File: config.mk
export PLATFORM = sky130hd
export DESIGN_NAME = diffusion_scheduler
export DESIGN_NICKNAME = d
export VERILOG_FILES = /design/src/rtl/diffusion_pkg.sv /design/src/rtl/diffusion_scheduler_rr_arbiter.sv /design/src/rtl/diffusion_scheduler.sv
export SDC_FILE = /design/constraint.sdc
export NUM_CORES = 1
export LEC_CHECK = 0
export ABC_AREA = 1
export BUFFER_PORTS_ARGS = -buffer_cell sky130_fd_sc_hd__buf_4
export CAP_MARGIN = 10
export CORE_AREA = 2 2 134 136
export CTS_CLUSTER_DIAMETER = 200
export DETAILED_ROUTE_END_ITERATION = 6
export DIE_AREA = 0 0 136 138
export PLACE_DENSITY = 0.58
export SKIP_LAST_GASP = 1
export SYNTH_ARGS = -nofsm -noshare
export SYNTH_HDL_FRONTEND = slang
export SYNTH_SLANG_ARGS = --single-unit
File: constraint.sdc
create_clock -name clk -period 2.1 [get_ports clk]
set_input_delay 0.105 -clock clk [delete_from_list [all_inputs] [get_ports clk]]
set_output_delay 0.105 -clock clk [all_outputs]
set_load 0.02 [all_outputs]
File: src/rtl/diffusion_pkg.sv
// Shared types and defaults for the diffusion scheduler and its round-robin arbiter.
package diffusion_pkg;

  localparam int DEF_ADDR_WIDTH = 13;
  localparam int DEF_DATA_WIDTH = 32;
  localparam int DEF_MAX_STEPS  = 7;

  typedef enum logic [2:0] {
    IDLE,
    KICK,
    RUN,
    ADVANCE,
    DONE
  } state_e;

  // Pointer width that stays legal for a single engine.
  function automatic int ptr_width(input int n);
    return (n > 1) ? $clog2(n) : 1;
  endfunction

endpackage

File: src/rtl/diffusion_scheduler_rr_arbiter.sv
// Round-robin arbiter with grant lock for the shared score-table port.
module rr_arbiter
  import diffusion_pkg::*;
#(
  parameter int NUM_PE = 4
) (
  input  logic              clk,
  input  logic              rst_n,
  input  logic              en,
  input  logic [NUM_PE-1:0] req,
  output logic [NUM_PE-1:0] grant
);

  localparam int PW = ptr_width(NUM_PE);

  logic [NUM_PE-1:0] grant_q, grant_d;
  logic [PW-1:0]     rr_ptr_q, rr_ptr_d;
  logic [PW-1:0]     holder, next_ptr, base;
  logic              holding, found;

  always_comb begin
    holder = '0;
    for (int i = 0; i < NUM_PE; i++) begin
      if (grant_q[i]) holder = PW'(i);
    end
    next_ptr = (int'(holder) == NUM_PE - 1) ? '0 : holder + PW'(1);
  end

  assign holding = |(grant_q & req);

  // A released holder hands off on the same edge that clears it, so only one dead cycle is seen.
  always_comb begin
    grant_d  = '0;
    rr_ptr_d = rr_ptr_q;
    base     = rr_ptr_q;
    found    = 1'b0;
    if (en) begin
      if (holding) begin
        grant_d = grant_q;
      end else begin
        if (|grant_q) begin
          rr_ptr_d = next_ptr;
          base     = next_ptr;
        end
        for (int k = 0; k < NUM_PE; k++) begin
          if (!found && req[(int'(base) + k) % NUM_PE]) begin
            grant_d[(int'(base) + k) % NUM_PE] = 1'b1;
            found = 1'b1;
          end
        end
      end
    end
  end

  always_ff @(posedge clk) begin
    if (!rst_n) begin
      grant_q  <= '0;
      rr_ptr_q <= '0;
    end else begin
      grant_q  <= grant_d;
      rr_ptr_q <= rr_ptr_d;
    end
  end

  // Masking by req releases the port in the very cycle the holder lets go.
  assign grant = grant_q & req & {NUM_PE{en}};

endmodule

File: src/rtl/diffusion_scheduler.sv
// Step sequencer and score-BRAM port sharer for the diffusion engine array.
// Define DIFFUSION_SCHED_PERF_EN to add the step_cycles / conflict_cycles counters.
module diffusion_scheduler
  import diffusion_pkg::*;
#(
  parameter int NUM_PE     = 4,
  parameter int ADDR_WIDTH = DEF_ADDR_WIDTH,
  parameter int DATA_WIDTH = DEF_DATA_WIDTH,
  parameter int MAX_STEPS  = DEF_MAX_STEPS
) (
  input  logic                         clk,
  input  logic                         rst_n,
  input  logic                         start,
  input  logic [NUM_PE-1:0]            pe_req,
  input  logic [NUM_PE*ADDR_WIDTH-1:0] pe_addr,
  input  logic [NUM_PE-1:0]            pe_we,
  input  logic [NUM_PE*DATA_WIDTH-1:0] pe_wdata,
  input  logic [NUM_PE-1:0]            pe_finished,
  input  logic [DATA_WIDTH-1:0]        bram_rdata,
  output logic [DATA_WIDTH-1:0]        pe_rdata,
  output logic [ADDR_WIDTH-1:0]        bram_addr,
  output logic                         bram_we,
  output logic [DATA_WIDTH-1:0]        bram_wdata,
  output logic [NUM_PE-1:0]            conflict,
  output logic                         rdy,
  output logic [DATA_WIDTH-1:0]        l_step,
`ifdef DIFFUSION_SCHED_PERF_EN
  output logic [31:0]                  step_cycles,
  output logic [31:0]                  conflict_cycles,
`endif
  output logic                         finished_all,
  output logic                         done
);

  state_e              state_q, state_d;
  logic [DATA_WIDTH-1:0] l_step_q, l_step_d;
  logic                rdy_q, rdy_d, fin_all_q, fin_all_d, done_q, done_d;
  logic [NUM_PE-1:0]   sticky_q, sticky_d, fin_prev_q;
  logic [NUM_PE-1:0]   grant;
  logic [ADDR_WIDTH-1:0] addr_arr  [NUM_PE];
  logic [DATA_WIDTH-1:0] wdata_arr [NUM_PE];

  rr_arbiter #(.NUM_PE(NUM_PE)) u_arb (
    .clk   (clk),
    .rst_n (rst_n),
    .en    (state_q == RUN),
    .req   (pe_req),
    .grant (grant)
  );

  generate
    for (genvar gi = 0; gi < NUM_PE; gi++) begin : g_unpack
      assign addr_arr[gi]  = pe_addr[gi*ADDR_WIDTH +: ADDR_WIDTH];
      assign wdata_arr[gi] = pe_wdata[gi*DATA_WIDTH +: DATA_WIDTH];
    end
  endgenerate

  // Grant is one-hot or zero, so an OR-mux is sufficient and yields zeros when idle.
  always_comb begin
    bram_addr  = '0;
    bram_wdata = '0;
    bram_we    = 1'b0;
    for (int i = 0; i < NUM_PE; i++) begin
      if (grant[i]) begin
        bram_addr  = bram_addr | addr_arr[i];
        bram_wdata = bram_wdata | wdata_arr[i];
        bram_we    = bram_we | pe_we[i];
      end
    end
  end

  assign conflict = pe_req & ~grant;
  assign pe_rdata = bram_rdata;

  always_comb begin
    state_d  = state_q;
    l_step_d = l_step_q;
    sticky_d = sticky_q;
    case (state_q)
      IDLE:    if (start) state_d = KICK;
      KICK: begin
        sticky_d = '0;
        state_d  = RUN;
      end
      RUN: begin
        // Only a fresh rising edge counts; a level carried over from the last step does not.
        sticky_d = sticky_q | (pe_finished & ~fin_prev_q);
        if (&sticky_q) state_d = ADVANCE;
      end
      ADVANCE: begin
        l_step_d = l_step_q + DATA_WIDTH'(1);
        state_d  = (l_step_d == DATA_WIDTH'(MAX_STEPS)) ? DONE : KICK;
      end
      DONE: begin
        if (start) begin
          l_step_d = '0;
          state_d  = KICK;
        end
      end
      default: state_d = IDLE;
    endcase
    rdy_d     = (state_d == KICK) || (state_d == RUN);
    fin_all_d = (state_d == KICK);
    done_d    = (state_d == DONE);
  end

  always_ff @(posedge clk) begin
    if (!rst_n) begin
      state_q    <= IDLE;
      l_step_q   <= '0;
      rdy_q      <= 1'b0;
      fin_all_q  <= 1'b0;
      done_q     <= 1'b0;
      sticky_q   <= '0;
      fin_prev_q <= '0;
    end else begin
      state_q    <= state_d;
      l_step_q   <= l_step_d;
      rdy_q      <= rdy_d;
      fin_all_q  <= fin_all_d;
      done_q     <= done_d;
      sticky_q   <= sticky_d;
      fin_prev_q <= pe_finished;
    end
  end

  assign rdy          = rdy_q;
  assign l_step       = l_step_q;
  assign finished_all = fin_all_q;
  assign done         = done_q;

`ifdef DIFFUSION_SCHED_PERF_EN
  logic [31:0] run_cnt_q, run_cnt_d, step_cyc_q, step_cyc_d, conf_cnt_q, conf_cnt_d;

  always_comb begin
    run_cnt_d  = run_cnt_q;
    step_cyc_d = step_cyc_q;
    conf_cnt_d = conf_cnt_q;
    if (state_q == KICK) run_cnt_d = '0;
    if (state_q == RUN) run_cnt_d = run_cnt_q + 32'd1;
    if (state_q == ADVANCE) step_cyc_d = run_cnt_q;
    if (start && (state_q == IDLE || state_q == DONE)) begin
      conf_cnt_d = '0;
    end else if (|conflict && conf_cnt_q != '1) begin
      conf_cnt_d = conf_cnt_q + 32'd1;
    end
  end

  always_ff @(posedge clk) begin
    if (!rst_n) begin
      run_cnt_q  <= '0;
      step_cyc_q <= '0;
      conf_cnt_q <= '0;
    end else begin
      run_cnt_q  <= run_cnt_d;
      step_cyc_q <= step_cyc_d;
      conf_cnt_q <= conf_cnt_d;
    end
  end

  assign step_cycles     = step_cyc_q;
  assign conflict_cycles = conf_cnt_q;
`endif

endmodule

==> results.sh <==
export IMPL_status="complete, but fails checks"
export IMPL_violations="negative setup slack"
export IMPL_nets=1378
export IMPL_track_usage_pct=22.2
export IMPL_hpwl_um=17500
export IMPL_sequentialPowerShare_pct=36.4
export IMPL_synth_edff_count=0
export IMPL_routed_wl_um=22400
export IMPL_fin_ws_ps=-34.3
export IMPL_synth_cell_types=32
export IMPL_powerDensity_nw_per_um2=361
export IMPL_rsz0062_at_grt="yes"
export IMPL_yosysMostFrequentCell="nand2_1"
export IMPL_final_setup_tns_ps=-91.8
export IMPL_p_int_mw=1.92
export IMPL_critPathMaxFanout=8
export IMPL_synthMuxAreaShare_pct=0
export IMPL_skew_ps=4.82
export IMPL_ys_async_sr_fraction_pct=0
export IMPL_clock_latency_ps=290
export IMPL_die_area_um2=18800
export IMPL_setup_viol=4
export IMPL_synth_simple_area_share_pct=55.9
export IMPL_yosys_warnings=0
export IMPL_hold_viol=0
export IMPL_cts_max_level=2
export IMPL_syn_nets=1097
export IMPL_slew_headroom_pct=30.1
export IMPL_hold_path_class="input pin to flop"
export IMPL_fp_row_count=49
export IMPL_fmax_mhz=469
export IMPL_crit_path_start_kind="flop"
export IMPL_p_leak_nw=3.62
export IMPL_holdWs_ps=4.34
export IMPL_finalPower_mw=2.80
export IMPL_synth_seq_cells=52
export IMPL_yosysSeqAreaShare_pct=21.8
export IMPL_post_drt_wl_per_cell_um=16.3
export IMPL_ctsLongestPathBuffers=2
export IMPL_first_global_vias=6400
export IMPL_die_x_um=136
export IMPL_synth_top_area_share_pct=31.1
export IMPL_drive_above_1_share_pct=37.8
export IMPL_min_period_ps=2130
export IMPL_worst_pin_slew_ps=1040
export IMPL_regArea_um2=1060
export IMPL_p_switching_uw=881
export IMPL_drc_errors=0
export IMPL_synthAdderAreaFrac_pct=1.83
export IMPL_setup_worst_path_end_class="flop"
export IMPL_initialDrtViolationCount=337
export IMPL_netlist_top_cells_count="396 x nand2_1, 76 x nor2_1, 62 x inv_1"
export IMPL_core_area_um2=17500
export IMPL_vias=6495
export IMPL_routabilityCongestion=0.866
export IMPL_crit_arrival_ps=2380
export IMPL_synthCells=863
export IMPL_instances_no_fill=1376
export IMPL_syn_avg_cell_area_um2=5.54
export IMPL_drtAntennaViolNets=0
export IMPL_ys_top_cells_by_area="nand2_1 31%, dfxtp_1 22%, nand4_1 7.2%"
export IMPL_synth_flop_cell="dfxtp_1"
export IMPL_synth_top_family_by_area="simple AND/OR/NAND/NOR gates"
export IMPL_area_growth_syn_to_layout_pct=62.3
export IMPL_drt_first_pass_iters=4
export IMPL_port_buffers=279
export IMPL_cts_tree="built"
export IMPL_initial_core_util_pct=27.3
export IMPL_overflow=0
export IMPL_yosysTopAreaCell="nand2_1"
export IMPL_grt_pass1_wl_um=32700
export IMPL_synth_compound_area_share_pct=6.28
export IMPL_syn_cell_area_um2=4780
export IMPL_die_y_um=138
export IMPL_clock_power_share_pct=30.7
export IMPL_multiInputGateArea_um2=3330
export IMPL_cp_required_ps=2340
export IMPL_fillCellCount=1952
export IMPL_irDropWorstVdd_v=0.000286
export IMPL_grt_start_max_net_pins=48
export IMPL_max_cap_violations=0
export IMPL_finalCritPeriodShare_pct=102
export IMPL_slew_viol_final=0
export IMPL_placed_cells=1347
export IMPL_path_class="flop to flop"
export IMPL_clk_pin_slew_ps=80
export IMPL_clock_sinks=52
export IMPL_root_buffer="clkbuf_16"
export IMPL_numCtsBuffers=5
export IMPL_power_frac_comb_pct=32.9
export IMPL_antenna_found_initial=2
export IMPL_switching_share_pct=31.5
export IMPL_vias_per_cell=4.72
export IMPL_pin_count=344
export IMPL_synth_xor_area_share_pct=1.10
## power by group through the flow
stage	logic [mW]	clock network (mW)	registers [mW]
final	0.921	0.860	1.02
after global routing	1.00	0.907	1.02
after global placement	0.813	0	1.04
after CTS	0.872	0.871	1.02
after detailed placement	0.816	0	1.04
after floorplan	0.453	0	1.04
## worst max-delay path: stages, from the launching register on
cell and delay, ps:
dfxtp_2 340, inv_2 50, a21oi_2 120, inv_2 60
ha_4 150, nor2_2 100, nand2_1 80, nand2_2 80
buf_4 110, buf_4 130, nand2_1 80, nand3_2 110
o21ai_4 100, nor2_4 270, nand3_2 120, nand3_2 90
nand2_1 50, inv_1 40
## registers in the layout, summed over array words and instances (netlist names)
register and flops:
finished_all 1, sticky_q 4, l_step 32, u_arb.grant_q 4
u_arb.rr_ptr_q 2, rdy 1, fin_prev_q 4, state_q 3
done 1
## per-layer routing
| layer | global-route usage, % | part of all wire (%) | vias to the layer above |
|---|---|---|---|
| met5 | 0 | 0 | - |
| met4 | 11.0 | 4.9 | 0 |
| met3 | 2.93 | 4.4 | 38 |
| met2 | 40.0 | 51 | 195 |
| met1 | 25.3 | 39 | 2977 |
| li1 | - | - | 3285 |
## cell usage in the layout (no fill, tap or decap), types with 10 or more instances in the layout
master     instances
nand4_1           55
nor2_2            11
nand3_2           14
clkbuf_16         10
nand2_1          390
inv_1             54
nand3_1           28
a21oi_1           46
buf_4            324
nor2_4            13
nor2_1            63
dfxtp_2           17
nand2_2           13
dfxtp_1           35
nand3b_1          16
## path summary, 6_finish.rpt
path | startpoint | to | cells after the start | slack (ps)
min reg2reg | sticky_q[3] | sticky_q[3] | 2 | 460
max | u_arb.grant_q[2] | u_arb.grant_q[2] | 17 | -30
max reg2reg | u_arb.grant_q[2] | u_arb.grant_q[2] | 17 | -30
min | pe_finished[3] | fin_prev_q[3] | 3 | 4
## metrics by stage
stage,area (um^2),utilization (%),setup WS [ps]
4_1_cts,7410,42.2,4.89
5_1_grt,7760,44.2,-195
2_1_floorplan,4800,-,29.3
3_5_place_dp,7170,40.9,-13.8
3_3_place_gp,7170,40.9,62.1
6_report,7760,44.2,-34.3
## cell type report
class | count | area share [%]
sequential | 52 | 13.7
clock inverter | 3 | 0.323
timing repair buffer | 337 | 34.5
multi-input combinational | 684 | 43.0
inverter | 64 | 3.10
tap | 229 | 3.69
antenna | 2 | 0.0645
clock buffer | 5 | 1.61
## what timing repair did
item / in CTS / in global routing
resized for setup: 12 / 54
hold buffers: 2 / 0
setup endpoints to repair: 7 / 45
gates cloned: 0 / 5
setup buffers: 3 / 9
hold endpoints to repair: 2 / 0
pin swaps: 7 / 28
## kinds of logic after synthesis
logic type / Yosys count
compound gates: 58
flops: 52
simple gates: 613
fa+ha+maj: 7
buf+inv: 127
xor+xnor: 6
(Power assumes the default switching activity.)
